### config.mk
export PLATFORM = sky130hd
export DESIGN_NAME = imm_gen_pipe_flat
export DESIGN_NICKNAME = d
export VERILOG_FILES = /design/src/rtl/imm_gen_pipe_if.sv /design/src/rtl/imm_gen_pipe.sv /design/src/flat_wrapper.sv
export SDC_FILE = /design/constraint.sdc
export NUM_CORES = 1
export LEC_CHECK = 0
export CAP_MARGIN = 20
export CORE_UTILIZATION = 40
export DETAILED_ROUTE_END_ITERATION = 8
export PLACE_DENSITY = 0.7
export SLEW_MARGIN = 20
export SYNTH_ARGS = -nofsm -noshare
export SYNTH_HDL_FRONTEND = slang
export SYNTH_SLANG_ARGS = --single-unit
### constraint.sdc
create_clock -name clk -period 3 [get_ports clk]
set_input_delay 0.3 -clock clk [delete_from_list [all_inputs] [get_ports clk]]
set_output_delay 0.3 -clock clk [all_outputs]
set_load 0.02 [all_outputs]
### src/rtl/imm_gen_pipe_if.sv
// imm_gen_pipe_if: instruction-in / immediate-out handshake of the immediate-generation stage
interface imm_gen_pipe_if #(parameter int XLEN = 32);
  logic            in_valid;
  logic            in_ready;
  logic [31:0]     Instr;
  logic            out_valid;
  logic            out_ready;
  logic [XLEN-1:0] imm_data;
  logic [2:0]      out_fmt;
  logic            out_illegal;
  modport slave (input in_valid, Instr, out_ready, output in_ready, out_valid, imm_data, out_fmt, out_illegal);
  modport master (output in_valid, Instr, out_ready, input in_ready, out_valid, imm_data, out_fmt, out_illegal);
endinterface

### src/rtl/imm_gen_pipe.sv
// imm_gen_pipe: registered RV32/RV64 immediate decode with valid/ready, optional skid entry and illegal counter
module imm_gen_pipe #(
  parameter int XLEN  = 32,
  parameter bit SKID  = 1,
  parameter int CNT_W = 16
) (
  input  logic             clk,
  input  logic             rst_n,
  imm_gen_pipe_if.slave    bus,
  input  logic             clr_cnt,
  output logic [CNT_W-1:0] illegal_cnt
);
  typedef struct packed {
    logic [XLEN-1:0] imm;
    logic [2:0]      fmt;
    logic            ill;
  } ent_t;
  ent_t dec, out_q, out_d, skid_q, skid_d;
  logic out_v_q, out_v_d, skid_v_q, skid_v_d, push, pop;
  logic is_i, is_s, is_b, is_u, is_j;
  logic [6:0] op;
  logic [31:0] ins, imm32;
  logic [CNT_W-1:0] cnt_q, cnt_d;
  assign ins = bus.Instr;
  always_comb begin
    op = ins[6:0];
    is_i = op inside {7'h03, 7'h13, 7'h67};
    is_s = op == 7'h23;
    is_b = op == 7'h63;
    is_u = op inside {7'h37, 7'h17};
    is_j = op == 7'h6f;
    imm32 = is_i ? {{20{ins[31]}}, ins[31:20]} :
            is_s ? {{20{ins[31]}}, ins[31:25], ins[11:7]} :
            is_b ? {{20{ins[31]}}, ins[7], ins[30:25], ins[11:8], 1'b0} :
            is_u ? {ins[31:12], 12'b0} :
            is_j ? {{12{ins[31]}}, ins[19:12], ins[20], ins[30:21], 1'b0} : '0;
    dec.imm = XLEN'($signed(imm32));
    dec.fmt = is_i ? 3'd1 : is_s ? 3'd2 : is_b ? 3'd3 : is_u ? 3'd4 : is_j ? 3'd5 : 3'd0;
    dec.ill = !(is_i || is_s || is_b || is_u || is_j);
  end
  // With SKID the ready is a pure register output, cutting the out_ready -> in_ready path
  assign bus.in_ready = SKID ? !skid_v_q : (!out_v_q || bus.out_ready);
  always_comb begin
    push = bus.in_valid && bus.in_ready;
    pop = out_v_q && bus.out_ready;
    out_v_d = out_v_q;
    out_d = out_q;
    skid_v_d = skid_v_q;
    skid_d = skid_q;
    if (!out_v_q || pop) begin
      out_v_d = skid_v_q || push;
      out_d = skid_v_q ? skid_q : push ? dec : out_q;
      skid_v_d = 1'b0;
    end else if (push) begin
      skid_v_d = 1'b1;
      skid_d = dec;
    end
    cnt_d = clr_cnt ? '0 : (push && dec.ill && !(&cnt_q)) ? cnt_q + 1'b1 : cnt_q;
  end
  always_ff @(posedge clk or negedge rst_n) begin
    if (!rst_n) begin
      out_v_q <= 1'b0;
      out_q <= '0;
      skid_v_q <= 1'b0;
      skid_q <= '0;
      cnt_q <= '0;
    end else begin
      out_v_q <= out_v_d;
      out_q <= out_d;
      skid_v_q <= skid_v_d;
      skid_q <= skid_d;
      cnt_q <= cnt_d;
    end
  end
  assign bus.out_valid = out_v_q;
  assign bus.imm_data = out_q.imm;
  assign bus.out_fmt = out_q.fmt;
  assign bus.out_illegal = out_q.ill;
  assign illegal_cnt = cnt_q;
endmodule

### src/flat_wrapper.sv
// flat-port wrapper written by rule: the top's interface ports become plain ports
module imm_gen_pipe_flat 
#(
  parameter int XLEN  = 32,
  parameter bit SKID  = 1,
  parameter int CNT_W = 16
)
  (clk, rst_n, clr_cnt, illegal_cnt, bus_in_valid, bus_Instr, bus_out_ready, bus_in_ready, bus_out_valid, bus_imm_data, bus_out_fmt, bus_out_illegal);
  imm_gen_pipe_if #(.XLEN(XLEN)) bus_i ();
  input  logic clk;
  input  logic rst_n;
  input  logic clr_cnt;
  output logic [CNT_W-1:0] illegal_cnt;
  input wire logic [$bits(bus_i.in_valid)-1:0] bus_in_valid;
  input wire logic [$bits(bus_i.Instr)-1:0] bus_Instr;
  input wire logic [$bits(bus_i.out_ready)-1:0] bus_out_ready;
  output wire logic [$bits(bus_i.in_ready)-1:0] bus_in_ready;
  output wire logic [$bits(bus_i.out_valid)-1:0] bus_out_valid;
  output wire logic [$bits(bus_i.imm_data)-1:0] bus_imm_data;
  output wire logic [$bits(bus_i.out_fmt)-1:0] bus_out_fmt;
  output wire logic [$bits(bus_i.out_illegal)-1:0] bus_out_illegal;
  assign bus_i.in_valid = bus_in_valid;
  assign bus_i.Instr = bus_Instr;
  assign bus_i.out_ready = bus_out_ready;
  assign bus_in_ready = bus_i.in_ready;
  assign bus_out_valid = bus_i.out_valid;
  assign bus_imm_data = bus_i.imm_data;
  assign bus_out_fmt = bus_i.out_fmt;
  assign bus_out_illegal = bus_i.out_illegal;
  imm_gen_pipe #(.XLEN(XLEN), .SKID(SKID), .CNT_W(CNT_W)) u_core (.clk(clk), .rst_n(rst_n), .bus(bus_i), .clr_cnt(clr_cnt), .illegal_cnt(illegal_cnt));
endmodule
==> impl_metrics.ini, run 1 <==
[yosys]
yosysTopAreaCellShare_pct = 51.8
netlist_area_sq_um = 4350
synth_edf_count = 0
synth_cell_types = 55
syn_avg_cell_area_sq_um = 9.02
synthTopCellsByArea = dfrtp_1 (52%), a21oi_1 (7.5%), nand2_1 (6.0%), o21ai_0 (4.6%), nor2_1 (4.4%)
yosys_most_used_dff = dfrtp_1
async_flop_share_pct = 100
ys_ff_latch = 90
syn_inst = 482
synth_seq_area_share_pct = 51.8
ys_warn_count = 0
synth_nets = 520
post-synth-top-count-cell = dfrtp_1
synth.largest_area_cell = dfrtp_1
synth_common_cells = dfrtp_1 (90), nand2_1 (69), a21oi_1 (65)

[timing]
fmax_ghz = 0.430
finalSetupViolations = 0
worst_pin_slew_ns = 1.06
finClkSkew_ns = 0.0110
min_period_ns = 2.32
finalSetupTns_ns = 0
maxSlewHeadroom_pct = 29.2
rsz0062_at_grt = no
slew_violations = 0
period_share_pct = 77.5
hold_viol = 0

[clock_network]
cts_tree = done
cts.sinks = 90
clock-root-buffer = clkbuf_8
path_clk_slew_ns = 0.10
clockBufferDepth = 2
cts_buffers = 9
h-tree-depth = 3
cts_hold_buf = 1
clock_latency_ns = 0.36
cts_resized = 0
post_cts_buffers = 0

[setup_path]
cp_num_buf_inv = 2
worstPathArrival_ns = 2.60
rr_startpoint = u_core.illegal_cnt[0]
cp-start-kind = primary input
ff2ff_path_depth = 6
crit_fanout = 16
endpoint_kind = flip-flop
crit_type = in -> reg
slowest_stage = clkdlybuf4s50_1
path_delay_family = buffers and inverters
r2r_slack_ns = 0.83
cp.required_ns = 3.28
r2r_end = u_core.illegal_cnt[11]
slowest_delay_ns = 0.67
path_cells = clkdlybuf4s50_1, or4bb_1, and4_4, o21ai_4, buf_4, o21ai_0, a21oi_1

[global_routing]
grt_pass1_vias = 3687
track_usage_pct = 20.9
antenna_found_initial = 0
overflow = 0
grt_first_pass_wirelength_microns = 18700
grt_max_degree = 91

[detailed_routing]
drc = 0
wirelength_microns = 11200
drtIter0Drc = 352
drtAntennaViolNets = 0
vias = 3924
viasPerCell = 5.57
dr.pass1.iters = 7
wire_per_inst_microns = 15.9

[layout]
finalInstanceArea_sq_um = 5600
finalNonFillerCells = 705
areaGrowthSynthToFinish_pct = 28.9
fill_cells = 967
multi_input_area_sq_um = 1950
layout-drive-gt1-share_pct = 9.31
utilization_pct = 53.8
nets = 602
n_antenna_cell = 0
seq_area_sq_um = 2250

[floorplan]
fp.dieW_microns = 106
fp.dieH_microns = 106
die_area_sq_um = 11300
core.rowCount = 37
core-area_sq_um = 10400
io_pins = 91
start_util_pct = 41.7

[job]
maxCapViolations = 0

[placed_design]
io_buffer_count = 90
placed_area_sq_um = 5390
dp.cells = 688
dpl.hpwl_microns = 7490
gp_congestion = 0.909

[worst_hold_path]
hold_end = u_core.skid_q[15]
holdCritPathClass = reg -> reg
worstHoldStart = u_core.skid_q[15]
hold_depth = 2

[power_and_ir_drop]
total_power_uw = 2960
leakage_uw = 0.00227
ir_worst_vdd_uv = 343
powerDensity_nw_per_um2 = 528

[run_status]
status = completed
==> layout by cell type, fill, tap and decap left out, types with 5 or more instances in the layout <==
cell type | Yosys | layout
nor3_1 | 12 | 12
a211oi_1 | 12 | 12
or3_1 | 9 | 9
clkbuf_8 | 0 | 9
clkdlybuf4s50_1 | 0 | 89
a21oi_1 | 65 | 65
nand2_1 | 69 | 69
nand3_1 | 20 | 20
o31ai_1 | 7 | 7
dfrtp_1 | 90 | 90
nor2b_1 | 6 | 6
buf_4 | 0 | 14
nor2_1 | 51 | 50
mux2_2 | 6 | 6
and3_1 | 5 | 5
o21ai_0 | 40 | 40
or4_1 | 6 | 6
==> report_power, final <==
part,switching (uW),internal [uW]
combinational,365,304
sequential,89.6,1360
clock,451,391
==> logic make-up (layout without fill, tap and decap cells) <==
| kind of cell | count (synthesis) | count (layout) | share of synthesized area (%) |
|---|---|---|---|
| compound gates | 141 | 141 | 18.7 |
| fa+ha+maj | 1 | 1 | 0.288 |
| buf+inv | 36 | 123 | 3.71 |
| flops | 90 | 90 | 51.8 |
| mux | 9 | 9 | 2.36 |
| simple gates | 205 | 205 | 23.1 |
==> through the flow <==
| step | hold WS [ns] | worst slack, ns |
|---|---|---|
| after detailed placement | 0.383 | 0.357 |
| after CTS | 0.489 | 0.746 |
| final | 0.481 | 0.676 |
| after global routing | 0.501 | 0.536 |
| after global placement | 0.379 | 0.431 |
| after floorplan | 0.00441 | 1.07 |
==> layout make-up <==
| class | instances | area share (%) |
|---|---|---|
| clock buffers | 9 | 2.21 |
| flip-flops and latches | 90 | 40.2 |
| clock inverters | 7 | 1.36 |
| multi-input cells | 356 | 34.7 |
| well taps | 136 | 3.04 |
| inverters | 2 | 0.134 |
| repair buffers | 105 | 18.3 |
==> state kept, by name (all words and copies together), names as in the netlist <==
| register | count |
|---|---|
| u_core.bus.out_fmt | 3 |
| u_core.skid_q | 36 |
| u_core.bus.out_illegal | 1 |
| u_core.illegal_cnt | 16 |
| u_core.bus.imm_data | 32 |
| u_core.skid_v_q | 1 |
| u_core.bus.out_valid | 1 |
==> metal layers <==
layer	vias up	global-route usage (%)	routed length, microns
met5	-	0	0
met4	0	4.76	124
met3	18	3.92	635
met2	157	34.2	5410
met1	1860	28.8	5070
li1	1889	-	-
==> worst max path at each step <==
stage / startpoint / to / slack, ns / cells after the start
6_report: bus_Instr[2] / u_core.illegal_cnt[1] / 0.68 / 7
5_1_grt: bus_Instr[3] / u_core.illegal_cnt[1] / 0.54 / 7
4_1_cts: bus_Instr[3] / u_core.illegal_cnt[8] / 0.75 / 7
3_5_place_dp: bus_Instr[2] / u_core.illegal_cnt[8] / 0.36 / 7
3_3_place_gp: bus_Instr[2] / u_core.illegal_cnt[8] / 0.43 / 7
2_1_floorplan: u_core.illegal_cnt[0] / u_core.illegal_cnt[8] / 1.07 / 8
==> worst reg2reg max path, cell delays in order, from the launching register on <==
cell,delay (ns)
dfrtp_1,0.44
ha_1,0.20
and3_1,0.26
nand4_1,0.18
nor2_2,0.55
nor4_2,0.12
mux2_4,0.32
Note: power is estimated with default switching activity, not from simulation.
==> run 2, diff against run 1 <==
--- a/config.mk
+++ b/config.mk
@@ -8,7 +8,7 @@
 export CAP_MARGIN = 20
 export CORE_UTILIZATION = 40
 export DETAILED_ROUTE_END_ITERATION = 8
-export PLACE_DENSITY = 0.7
+export PLACE_DENSITY = 0.73
 export SLEW_MARGIN = 20
 export SYNTH_ARGS = -nofsm -noshare
 export SYNTH_HDL_FRONTEND = slang
==> constraint.sdc (replaced) <==
create_clock -name clk -period 1.9 [get_ports clk]
set_input_delay 0.19 -clock clk [delete_from_list [all_inputs] [get_ports clk]]
set_output_delay 0.19 -clock clk [all_outputs]
set_load 0.02 [all_outputs]
==> run 2 against run 1 <==
First-iteration DRC count shrank 25%; final cell count grew 6.1%; die area unchanged; register-to-register slack worse by 0.76 ns; sequential cell count stayed put; power increased by 55%; clock power increased by 41%; via count increased by 3.9%; non-clock buffer count increased by 43; critical endpoint is now u_core.illegal_cnt[15].
==> impl_metrics.ini, run 2 (synthesis results as in run 1) <==
[layout]
nets = 645
finalNonFillerCells = 748
n_antenna_cell = 0
layout_commonest_cell = dfrtp_1
utilization_pct = 57.5
largest_register_ffs = 36
areaGrowthSynthToFinish_pct = 37.7
largest_register = u_core.skid_q
layout-drive-gt1-share_pct = 16.5
final_cell_mix = dfrtp_1 (90), clkdlybuf4s50_1 (89), nand2_1 (69)

[floorplan]
start_util_pct = 41.7
core.rowCount = 37
core-area_sq_um = 10400
io_pins = 91
fp.dieW_microns = 106
die_area_sq_um = 11300
fp.dieH_microns = 106

[timing]
maxSlewHeadroom_pct = 74.2
fmax_ghz = 0.547
finalSetupViolations = 0
finalSetupTns_ns = 0
min_period_ns = 1.83
period_share_pct = 96.1
finClkSkew_ns = 0.0107
hold_viol = 0
slew_violations = 0
worst_pin_slew_ns = 0.377

[power_and_ir_drop]
power.switching_uw = 1410
seqPwrFrac_pct = 49.5
leakage_uw = 0.00248
clock_power_share_pct = 25.9
ir_worst_vdd_uv = 540
powerDensity_nw_per_um2 = 767
p_int_uw = 3180
p_comb_share_pct = 24.6
switching_share_pct = 30.6
total_power_uw = 4590

[detailed_routing]
drtIter0Drc = 263
drc = 0
wirelength_microns = 11500
viasPerCell = 5.45
wire_per_inst_microns = 15.3
drtAntennaViolNets = 0
dr.pass1.iters = 5
vias = 4078

[global_routing]
track_usage_pct = 21.2
grt_max_degree = 46
overflow = 0
grt_pass1_vias = 4030
grt_first_pass_wirelength_microns = 19000
antenna_found_initial = 0

[run_status]
status = completed

[setup_path]
ff2ff_path_depth = 5
crit_type = reg -> reg
r2r_end = u_core.illegal_cnt[15]
worstPathArrival_ns = 2.11
cp.required_ns = 2.18
crit_fanout = 5
slowest_delay_ns = 0.43
cp-start-kind = flip-flop
path_cells = and4_4, nand3_2, or3_1, or4_1, a21oi_2
slowest_stage = or4_1
endpoint_kind = flip-flop
rr_startpoint = u_core.illegal_cnt[7]
r2r_slack_ns = 0.07

[clock_network]
clockBufferDepth = 2
cts.sinks = 90
h-tree-depth = 3
clock-root-buffer = clkbuf_8
clock_latency_ns = 0.34
cts_buffers = 9
path_clk_slew_ns = 0.09
cts_tree = done

[worst_hold_path]
holdCritPathClass = in -> async

[placed_design]
dp.cells = 727
gp_congestion = 0.958
dpl.hpwl_microns = 8290
io_buffer_count = 90

[job]
maxCapViolations = 0
==> run 2: per-layer routing <==
metal  part of all wire (%)  GRT usage (%)  vias to the layer above
met2                     48           35.4                      141
li1                       -              -                     1971
met1                     45           28.6                     1957
met5                      0              0                        -
met3                    6.1           3.43                        9
met4                   0.82           5.65                        0
==> run 2: stage by stage <==
stage	worst slack, ns	area (sq um)	hold WS (ns)
final	0.0732	5980	0.295
after global routing	-0.0168	5980	0.327
after floorplan	-0.00756	4350	-0.106
after CTS	0.0262	5940	0.301
after global placement	-0.218	5750	0.139
after detailed placement	-0.264	5750	0.141
==> run 2: worst max-delay path by stage <==
stage                                 startpoint                endpoint  slack (ns)
after global routing      u_core.illegal_cnt[12]  u_core.illegal_cnt[11]       -0.02
final                      u_core.illegal_cnt[7]  u_core.illegal_cnt[15]        0.07
after CTS                  u_core.illegal_cnt[7]  u_core.illegal_cnt[13]        0.03
after floorplan            u_core.illegal_cnt[0]  u_core.illegal_cnt[11]      -0.008
after global placement              bus_Instr[2]   u_core.illegal_cnt[8]       -0.22
after detailed placement            bus_Instr[2]   u_core.illegal_cnt[8]       -0.26
==> run 2: layout make-up <==
type	instances	area (sq um)
Inverter	2	7.51
Fill cell	908	4430
Timing Repair Buffer	148	1410
Clock buffer	10	138
Sequential cell	90	2250
Multi-Input combinational cell	356	1960
Clock inverter	6	41.3
Tap cell	136	170
==> run 2: power groups by stage <==
stage                     Combinational, uW  Clock (uW)  Sequential, uW
after global placement                 1110           0            2300
final                                  1130        1190            2270
after CTS                              1140        1210            2270
after floorplan                         405           0            2440
after global routing                   1230        1300            2300
after detailed placement               1130           0            2310
==> run 2: worst max-delay path: cells and delay by family, from the launching register on <==
| family | cells | cell delay (ns) |
|---|---|---|
| AOI/OAI and AO/OA | 1 | 0.15 |
| DFF | 1 | 0.40 |
| and+or+nand+nor | 4 | 1.22 |
==> run 2: repair_timing <==
item / 4_1_cts / 5_1_grt
gates resized for setup: 0 / 6
hold buffers: 1 / 0
endpoints found under the setup margin: 0 / 18
setup buffers: 0 / 4
endpoints found under the hold margin: 27 / 0
==> run 3, diff against run 2 <==
--- a/config.mk
+++ b/config.mk
@@ -5,10 +5,10 @@
 export SDC_FILE = /design/constraint.sdc
 export NUM_CORES = 1
 export LEC_CHECK = 0
-export CAP_MARGIN = 20
+export CAP_MARGIN = 15
 export CORE_UTILIZATION = 40
 export DETAILED_ROUTE_END_ITERATION = 8
-export PLACE_DENSITY = 0.73
+export PLACE_DENSITY = 0.7
 export SLEW_MARGIN = 20
 export SYNTH_ARGS = -nofsm -noshare
 export SYNTH_HDL_FRONTEND = slang
==> constraint.sdc (replaced) <==
create_clock -name clk -period 1.8 [get_ports clk]
set_input_delay 0.18 -clock clk [delete_from_list [all_inputs] [get_ports clk]]
set_output_delay 0.18 -clock clk [all_outputs]
set_load 0.02 [all_outputs]
==> run 3 against run 2 <==
Routed wire length increased by 3.2%; non-clock buffer count increased by 9; largest power group unchanged; clock power increased by 23%; via count about the same; combinational power increased by 9%; largest cell class unchanged; sequential cell count unchanged; setup slack got worse by 0.056 ns.
==> impl_metrics.ini, run 3 (synthesis results as in run 1) <==
[run_status]
status = completed

[power_and_ir_drop]
p_int_uw = 3520
seqPwrFrac_pct = 47.1
switching_share_pct = 30.9
leakage_uw = 0.00262
ir_worst_vdd_uv = 432
p_comb_share_pct = 24.2
powerDensity_nw_per_um2 = 818
clock_power_share_pct = 28.7
power.switching_uw = 1570

[detailed_routing]
viasPerCell = 5.39
drtAntennaViolNets = 0
wirelength_microns = 11800
drtIter0Drc = 188
wire_per_inst_microns = 15.6
drc = 0
vias = 4080
dr.pass1.iters = 4

[clock_network]
cts_buffers = 9
clockBufferDepth = 2
clock_latency_ns = 0.36
clock-root-buffer = clkbuf_8
h-tree-depth = 3
cts_tree = done
cts.sinks = 90
path_clk_slew_ns = 0.10

[setup_path]
cp.required_ns = 2.10
cp-start-kind = flip-flop
worstPathArrival_ns = 2.08
crit_type = reg -> reg
startpoint = u_core.illegal_cnt[7]
crit_fanout = 5
rr_startpoint = u_core.illegal_cnt[7]
endpoint_kind = flip-flop

[floorplan]
fp.dieH_microns = 106
fp.dieW_microns = 106
core-area_sq_um = 10400
io_pins = 91
start_util_pct = 41.7
die_area_sq_um = 11300
core.rowCount = 37

[layout]
largest_register_ffs = 36
final_cell_mix = clkdlybuf4s50_1 (83), dfrtp_1 (83), nand2_1 (68)
finalNonFillerCells = 757
layout-drive-gt1-share_pct = 20.8
areaGrowthSynthToFinish_pct = 43.1
nets = 654
largest_register = u_core.skid_q
n_antenna_cell = 0

[global_routing]
track_usage_pct = 21.8
overflow = 0
grt_pass1_vias = 4027
grt_max_degree = 44
grt_first_pass_wirelength_microns = 19500
antenna_found_initial = 0

[timing]
rsz0062_at_grt = yes
finClkSkew_ns = 0.0126
slew_violations = 0
period_share_pct = 99.0
finalSetupViolations = 0
maxSlewHeadroom_pct = 62.4
min_period_ns = 1.78
fin_ws_ns = 0.0175
hold_viol = 0
fmax_ghz = 0.561
worst_pin_slew_ns = 0.564

[placed_design]
dp.cells = 731
dpl.hpwl_microns = 8080
dp_slack_ns = -0.367
gp_congestion = 0.929
io_buffer_count = 90

[worst_hold_path]
holdCritPathClass = in -> async

[job]
maxCapViolations = 0
## run 3: cell types whose count changed in the layout (fill, tap and decap cells not counted), sizes merged, moves of 2 or more
cell	before	now
buf	58	65
clkinvlp	3	1
dlymetal6s2s	0	5
clkdlybuf4s50	89	83
inv	3	7
clkinv	2	0
## run 3: worst max-delay path, cell delays in order, from the launching register on
cell and delay (ns):
dfrtp_2 0.39, and4_4 0.26, nand3_4 0.11, or3_4 0.36, or4_4 0.48, a21oi_2 0.12
## run 3: timing repair
action	in CTS	in global routing
buffers inserted	5	1
pin swaps	2	2
endpoints found under the setup margin	3	56
hold buffers	1	0
resized for setup	2	27
endpoints found under the hold margin	41	0
cloned	0	3
## run 3: final timing paths
kind	to	slack, ns	cells after the start
max in group asynchronous	u_core.bus.out_fmt[0]	0.81	3
min reg2reg	u_core.skid_q[1]	0.48	1
max reg2reg	u_core.illegal_cnt[13]	0.02	5
min	u_core.illegal_cnt[7]	0.36	2
min in group clk	u_core.skid_q[17]	0.39	3
max	u_core.illegal_cnt[13]	0.02	5
## run 3: layer usage
| metal | GRT usage, % | share of wire [%] | up-vias |
|---|---|---|---|
| met5 | 0 | 0 | - |
| met4 | 7.14 | 1.1 | 0 |
| met3 | 3.56 | 4.5 | 13 |
| met2 | 35.9 | 49 | 110 |
| met1 | 29.3 | 45 | 1976 |
| li1 | - | - | 1981 |
## run 3: final cells by class
type | count | area (sq um)
Sequential cell | 90 | 2260
Multi-Input combinational cell | 356 | 2040
Clock inverter | 7 | 81.3
Tap cell | 136 | 170
Fill cell | 891 | 4190
Clock buffer | 9 | 124
Inverter | 2 | 7.51
Timing Repair Buffer | 157 | 1540
## run 3: power groups by stage
| stage | sequential, uW | combinational (uW) | clock [uW] |
|---|---|---|---|
| floorplan | 2580 | 429 | 0 |
| global placement | 2430 | 1180 | 0 |
| detailed placement | 2440 | 1200 | 0 |
| CTS | 2400 | 1210 | 1490 |
| global route | 2430 | 1340 | 1580 |
| finish | 2400 | 1230 | 1460 |
## run 3: per-stage QoR
step | TNS [ns] | power, uW | util (%) | hold WS (ns) | instance area [sq um]
3_3_place_gp | -16.11 | 3610 | 55.7 | 0.203 | 5810
4_1_cts | 0 | 5090 | 58.2 | 0.369 | 6060
5_1_grt | -0.0521 | 5350 | 59.7 | 0.403 | 6220
3_5_place_dp | -21.40 | 3640 | 55.7 | 0.210 | 5810
6_report | 0 | 5090 | 59.7 | 0.357 | 6220
2_1_floorplan | -0.0545 | 3010 | - | -0.116 | 4370
